File: config.mk
export PLATFORM = sky130hd
export DESIGN_NAME = spi_slave
export DESIGN_NICKNAME = d
export VERILOG_FILES = /design/src/rtl/spi_pkg.sv /design/src/rtl/spi_edge_sync.sv /design/src/rtl/spi_slave.sv
export SDC_FILE = /design/constraint.sdc
export NUM_CORES = 1
export LEC_CHECK = 0
export CAP_MARGIN = 30
export CORE_ASPECT_RATIO = 0.75
export CORE_MARGIN = 2
export CORE_UTILIZATION = 45
export CTS_CLUSTER_DIAMETER = 200
export DETAILED_ROUTE_END_ITERATION = 8
export PLACE_DENSITY_LB_ADDON = 0.05
export SLEW_MARGIN = 20
export SYNTH_ARGS = -nofsm -noshare
export SYNTH_HDL_FRONTEND = slang
export SYNTH_SLANG_ARGS = --single-unit
File: constraint.sdc
create_clock -name clk -period 2.95 [get_ports clk]
set_input_delay 0.4425 -clock clk [delete_from_list [all_inputs] [get_ports clk]]
set_output_delay 0.4425 -clock clk [all_outputs]
set_load 0.01 [all_outputs]
File: src/rtl/spi_pkg.sv
// Shared definitions for the SPI slave.
//   state_t            : frame FSM states (IDLE, SHIFT)
//   DEFAULT_DATA_WIDTH : default bits per SPI word
package spi_pkg;

  typedef enum logic {
    IDLE  = 1'b0,
    SHIFT = 1'b1
  } state_t;

  localparam int DEFAULT_DATA_WIDTH = 16;

endpackage

File: src/rtl/spi_edge_sync.sv
// Brings one asynchronous input into the clk domain through SYNC_STAGES
// flops, then compares against one further registered copy to produce
// single-cycle rise/fall strobes.
// Ports:
//   clk  : system clock
//   rst  : synchronous active-high reset (clears every flop to 0)
//   din  : asynchronous input
//   rise : one-cycle strobe on a synchronized 0->1 transition
//   fall : one-cycle strobe on a synchronized 1->0 transition
module spi_edge_sync #(
  parameter int SYNC_STAGES = 2
) (
  input  logic clk,
  input  logic rst,
  input  logic din,
  output logic rise,
  output logic fall
);

  logic [SYNC_STAGES-1:0] sync_sr;
  logic                   sync_prev;
  logic                   sync_lvl;

  assign sync_lvl = sync_sr[SYNC_STAGES-1];

  always_ff @(posedge clk) begin
    if (rst) begin
      sync_sr   <= '0;
      sync_prev <= 1'b0;
    end else begin
      sync_sr   <= (sync_sr << 1) | SYNC_STAGES'(din);
      sync_prev <= sync_lvl;
    end
  end

  // Clearing to 0 means a chip select already low at reset release never
  // produces a falling edge; a fresh high->low transition is required.
  assign rise = sync_lvl & ~sync_prev;
  assign fall = ~sync_lvl & sync_prev;

endmodule

File: src/rtl/spi_slave.sv
// SPI mode-0 slave, oversampled by the system clock.
// Ports:
//   clk       : system clock (single clock domain)
//   rst       : synchronous active-high reset
//   sclk      : SPI clock from master (asynchronous)
//   cs_n      : active-low chip select (asynchronous)
//   mosi      : master-out serial data (asynchronous)
//   miso      : slave-out serial data, MSB first, 0 while idle
//   tx_data   : word returned to the master, sampled at load points only
//   rx_data   : last complete received word
//   rx_valid  : one-cycle strobe, rx_data updated
//   frame_err : one-cycle strobe, chip select released mid-word
//   busy      : high while a frame is active
module spi_slave
  import spi_pkg::*;
#(
  parameter int DATA_WIDTH  = DEFAULT_DATA_WIDTH,
  parameter int SYNC_STAGES = 2
) (
  input  logic                  clk,
  input  logic                  rst,
  input  logic                  sclk,
  input  logic                  cs_n,
  input  logic                  mosi,
  output logic                  miso,
  input  logic [DATA_WIDTH-1:0] tx_data,
  output logic [DATA_WIDTH-1:0] rx_data,
  output logic                  rx_valid,
  output logic                  frame_err,
  output logic                  busy
);

  localparam int               CNT_W    = $clog2(DATA_WIDTH + 1);
  localparam logic [CNT_W-1:0] CNT_FULL = CNT_W'(DATA_WIDTH);

  logic                   sclk_rise, sclk_fall;
  logic                   cs_rise, cs_fall;
  logic [SYNC_STAGES-1:0] mosi_sr;
  logic                   mosi_s;

  state_t                 state, state_nxt;
  logic                   load_first, end_frame;
  logic                   word_done, mid_word;

  logic [DATA_WIDTH-1:0]  tx_sr;
  logic [DATA_WIDTH-1:0]  rx_sr;
  logic [CNT_W-1:0]       bit_cnt;
  logic                   reload_pend;

  // Synchronizers: sclk and cs_n with edge detect, mosi level only.
  // mosi has the same depth as sclk, so at a detected sclk rise mosi_s
  // holds the bit the master presented before that edge.
  spi_edge_sync #(.SYNC_STAGES(SYNC_STAGES)) u_sclk_sync (
    .clk  (clk),
    .rst  (rst),
    .din  (sclk),
    .rise (sclk_rise),
    .fall (sclk_fall)
  );

  spi_edge_sync #(.SYNC_STAGES(SYNC_STAGES)) u_cs_sync (
    .clk  (clk),
    .rst  (rst),
    .din  (cs_n),
    .rise (cs_rise),
    .fall (cs_fall)
  );

  always_ff @(posedge clk) begin
    if (rst) begin
      mosi_sr <= '0;
    end else begin
      mosi_sr <= (mosi_sr << 1) | SYNC_STAGES'(mosi);
    end
  end

  assign mosi_s = mosi_sr[SYNC_STAGES-1];

  // Frame FSM
  always_ff @(posedge clk) begin
    if (rst) begin
      state <= IDLE;
    end else begin
      state <= state_nxt;
    end
  end

  always_comb begin
    state_nxt  = state;
    load_first = 1'b0;
    end_frame  = 1'b0;
    case (state)
      IDLE: begin
        if (cs_fall) begin
          state_nxt  = SHIFT;
          load_first = 1'b1;
        end
      end
      SHIFT: begin
        if (cs_rise) begin
          state_nxt = IDLE;
          end_frame = 1'b1;
        end
      end
      default: state_nxt = IDLE;
    endcase
  end

  // A full counter is retired one cycle after the final rising edge; a
  // frame ending exactly then still delivers its word, never an error.
  assign word_done = (state == SHIFT) && (bit_cnt == CNT_FULL);
  assign mid_word  = end_frame && (bit_cnt != '0) && (bit_cnt != CNT_FULL);

  // Shift datapath
  always_ff @(posedge clk) begin
    if (rst) begin
      tx_sr       <= '0;
      rx_sr       <= '0;
      bit_cnt     <= '0;
      reload_pend <= 1'b0;
      rx_data     <= '0;
      rx_valid    <= 1'b0;
      frame_err   <= 1'b0;
    end else begin
      rx_valid  <= 1'b0;
      frame_err <= 1'b0;
      if (load_first) begin
        tx_sr       <= tx_data;
        bit_cnt     <= '0;
        reload_pend <= 1'b0;
      end else if (state == SHIFT) begin
        // The falling edge after a completed word loads the next tx word
        // instead of shifting, so back-to-back words start on their MSB.
        if (sclk_fall) begin
          if (reload_pend) begin
            tx_sr       <= tx_data;
            reload_pend <= 1'b0;
          end else begin
            tx_sr <= tx_sr << 1;
          end
        end
        if (word_done) begin
          rx_data     <= rx_sr;
          rx_valid    <= 1'b1;
          bit_cnt     <= '0;
          reload_pend <= 1'b1;
        end else if (sclk_rise) begin
          rx_sr   <= {rx_sr[DATA_WIDTH-2:0], mosi_s};
          bit_cnt <= bit_cnt + CNT_W'(1);
        end
        if (mid_word) begin
          frame_err <= 1'b1;
        end
        // Clearing tx_sr on frame end keeps miso low throughout IDLE.
        if (end_frame) begin
          tx_sr       <= '0;
          bit_cnt     <= '0;
          reload_pend <= 1'b0;
        end
      end
    end
  end

  assign miso = tx_sr[DATA_WIDTH-1];
  assign busy = (state == SHIFT);

endmodule

==> metrics.csv <==
stage,metric,value,unit
worst_setup_path,crit_chain,clkdlybuf4s50_1,
global_route,grt_start_max_net_pins,36,
hold_path,hold_path.class,register to register,
synthesis,syn-num-nets,294,
worst_setup_path,crit_fanout,15,
synthesis,ys_types,41,
clock_network,clockBufferDepth,2,
route,remaining_drc_errors,0,
floorplanning,rows,23,
layout,antenna_cells,0,
layout,drive_above_1_share,8.89,%
worst_setup_path,critical_path.max_stage_delay,0.72,ns
synthesis,synthCells,271,
synthesis,syn_area_per_cell,9.31,sq um
worst_setup_path,crit_buf_inv,1,
floorplanning,die_h,68.9,um
synthesis,ys_async_sr_fraction,0,%
floorplanning,core,5380,sq um
clock_network,cts.sinks,65,
status,run_status,"complete, no violations",
synthesis,synth-seq-cells,65,
route,post_drt_wl_per_cell,12.0,um
synthesis,syn-cell-area,2520,sq um
route,wl,4690,um
layout,syn_to_final_growth,25.0,%
global_route,grt_pass1_wl,8150,um
place,gp_congestion,0.733,
synthesis,synth_top_area_share,51.6,%
global_route,grt_pass1_vias,1724,
worst_setup_path,cp_slowest_cell,dfxtp_1,
sta,maxSlewViolCount,0,
pwr,irDropWorstVdd,355,uV
clock_network,ctsHoldBuffers,0,
layout,instances_no_fill,390,
floorplanning,start_util,46.9,%
worst_setup_path,crit_family,flip-flops,
sta,fin_crit_sh,72.9,%
synthesis,ys_seq_area_share,51.6,%
clock_network,clk_latency,0.34,ns
sta,fmax,465,MHz
sta,relSlewSlack,54.3,%
sta,skew,0.00744,ns
global_route,grtUsageTotal,16.9,%
route,postRouteAntennaNets,0,
synthesis,yosysTopAreaCell,dfxtp_1,
route,drt-initial-drc-count,86,
synthesis,ys.warnings.count,0,
worst_setup_path,worstPathArrival,1.71,ns
global_route,antenna_found_initial,0,
pwr,p_leak,1.15,nW
clock_network,htreeDepth,3,
floorplanning,die_w,90.5,um
route,viasPerCell,4.93,
worst_setup_path,start_kind,register,
layout,final_common_cell,nand2_1,
global_route,overflow,0,
sta,final.min_clock_period,2.15,ns
synthesis,ys_top_cells_by_area,"dfxtp_1 52%, nand2_1 11%, a21oi_1 7.3%",
clock_network,numCtsBuffers,9,
layout,nets,334,
synthesis,synth-edff-count,0,
floorplanning,dieArea,6230,sq um
floorplanning,ios,41,
place,io_buffers,40,
clock_network,ctsResizeCount,0,
worst_setup_path,critPathKind,register to output port,
sta,rsz0062_at_grt,no,
layout,mostFrequentLayoutCells,"71 x nand2_1, 65 x dfxtp_1, 39 x clkdlybuf4s50_1",
clock_network,cts_tree,done,
layout,fillers,528,
worst_setup_path,cp.required,2.51,ns
sta,tightest_slew,0.684,ns
worst_setup_path,end_kind,output port,
route,drt-pass1-iter-count,4,
place,placed_cells,374,
route,vias,1921,
clock_network,clk_pin_slew_worst_paths,0.07,ns
job,maxCapViolCount,0,
place,dp_hpwl,3070,um
clock_network,cts_setup_buffers,0,
synthesis,synth_top_flop_cell,dfxtp_1,
clock_network,cts_root_buffer,clkbuf_8,
layout,finalInstanceArea,3160,sq um
sta,final.setup.tns,0,ns
sta,finalHoldViolCount,0,
pwr,power.density,539,nW/um^2
sta,setup_violations,0,
place,placed_cell_area,2950,sq um
-- through the flow --
stage          total power [W]  setup WS [ns]  util [%]  hold slack (ns)
3_5_place_dp          0.000976           1.06      54.9            0.420
3_3_place_gp          0.000976           1.05      54.9            0.418
4_1_cts                0.00172          0.789      58.5            0.436
5_1_grt                0.00178          0.699      58.6            0.452
6_report               0.00170          0.799      58.6            0.432
2_1_floorplan         0.000942           1.29         -            0.414
-- sequential cells by signal, summed over array words and instances (netlist names) --
name / count
rx_data: 16
tx_sr: 16
u_sclk_sync.sync_sr: 2
frame_err: 1
u_cs_sync.sync_prev: 1
bit_cnt: 5
rx_sr: 16
u_cs_sync.sync_sr: 2
mosi_sr: 2
busy: 1
reload_pend: 1
rx_valid: 1
u_sclk_sync.sync_prev: 1
-- logic make-up after synthesis --
| kind of cell | synth area share, % |
|---|---|
| simple gates | 20.5 |
| flops | 51.6 |
| compound gates | 16.9 |
| buf+inv | 3.72 |
| mux | 5.95 |
| fa+ha+maj | 0.991 |
| xor+xnor | 0.347 |
-- routing by layer --
metal  up-vias  track usage (%)  wire, um
li1       1008                -         -
met4         0             6.35        31
met1       875             21.5      2500
met5         -                0         0
met3         5             7.50       246
met2        33             25.5      1910
-- cell usage after synthesis (2+ instances only) --
cell type  number
a21oi_1        37
buf_2           3
buf_4           5
clkbuf_1        5
dfxtp_1        65
ha_1            2
inv_1           5
mux2i_1        15
nand2_1        71
nand2b_1        2
nand3_1         2
nor2_1          5
nor2b_1        11
nor3b_4         2
o2bb2ai_1      15
-- path summary, 6_finish.rpt --
check | from | endpoint | slack [ns] | cells past startpoint
min | mosi_sr[1]$_SDFF_PP0_ | rx_sr[0]$_SDFFE_PP0P_ | 0.43 | 2
max | busy$_SDFF_PP0_ | busy | 0.80 | 1
min reg2reg | mosi_sr[1]$_SDFF_PP0_ | rx_sr[0]$_SDFFE_PP0P_ | 0.43 | 2
max reg2reg | bit_cnt[0]$_SDFFE_PP0P_ | bit_cnt[3]$_SDFFE_PP0P_ | 1.09 | 6
-- area by class of cell --
class                   instances  area (sq um)  share of cell area [%]
multi-input cells             187          1130                    35.8
repair buffers                 43           418                    13.2
inverters                       5          18.8                   0.595
flip-flops and latches         65          1300                    41.2
well taps                      75          93.8                    2.97
clock inverters                 3          40.0                    1.27
clock buffers                  12           155                    4.92
-- power breakdown --
group          total (W)  internal (W)  switching (W)
clock network   0.000743      0.000429       0.000314
logic          0.0000685     0.0000377      0.0000308
registers       0.000888      0.000883     0.00000535
total            0.00170       0.00135       0.000350
Power figures use the tool's default switching activity.
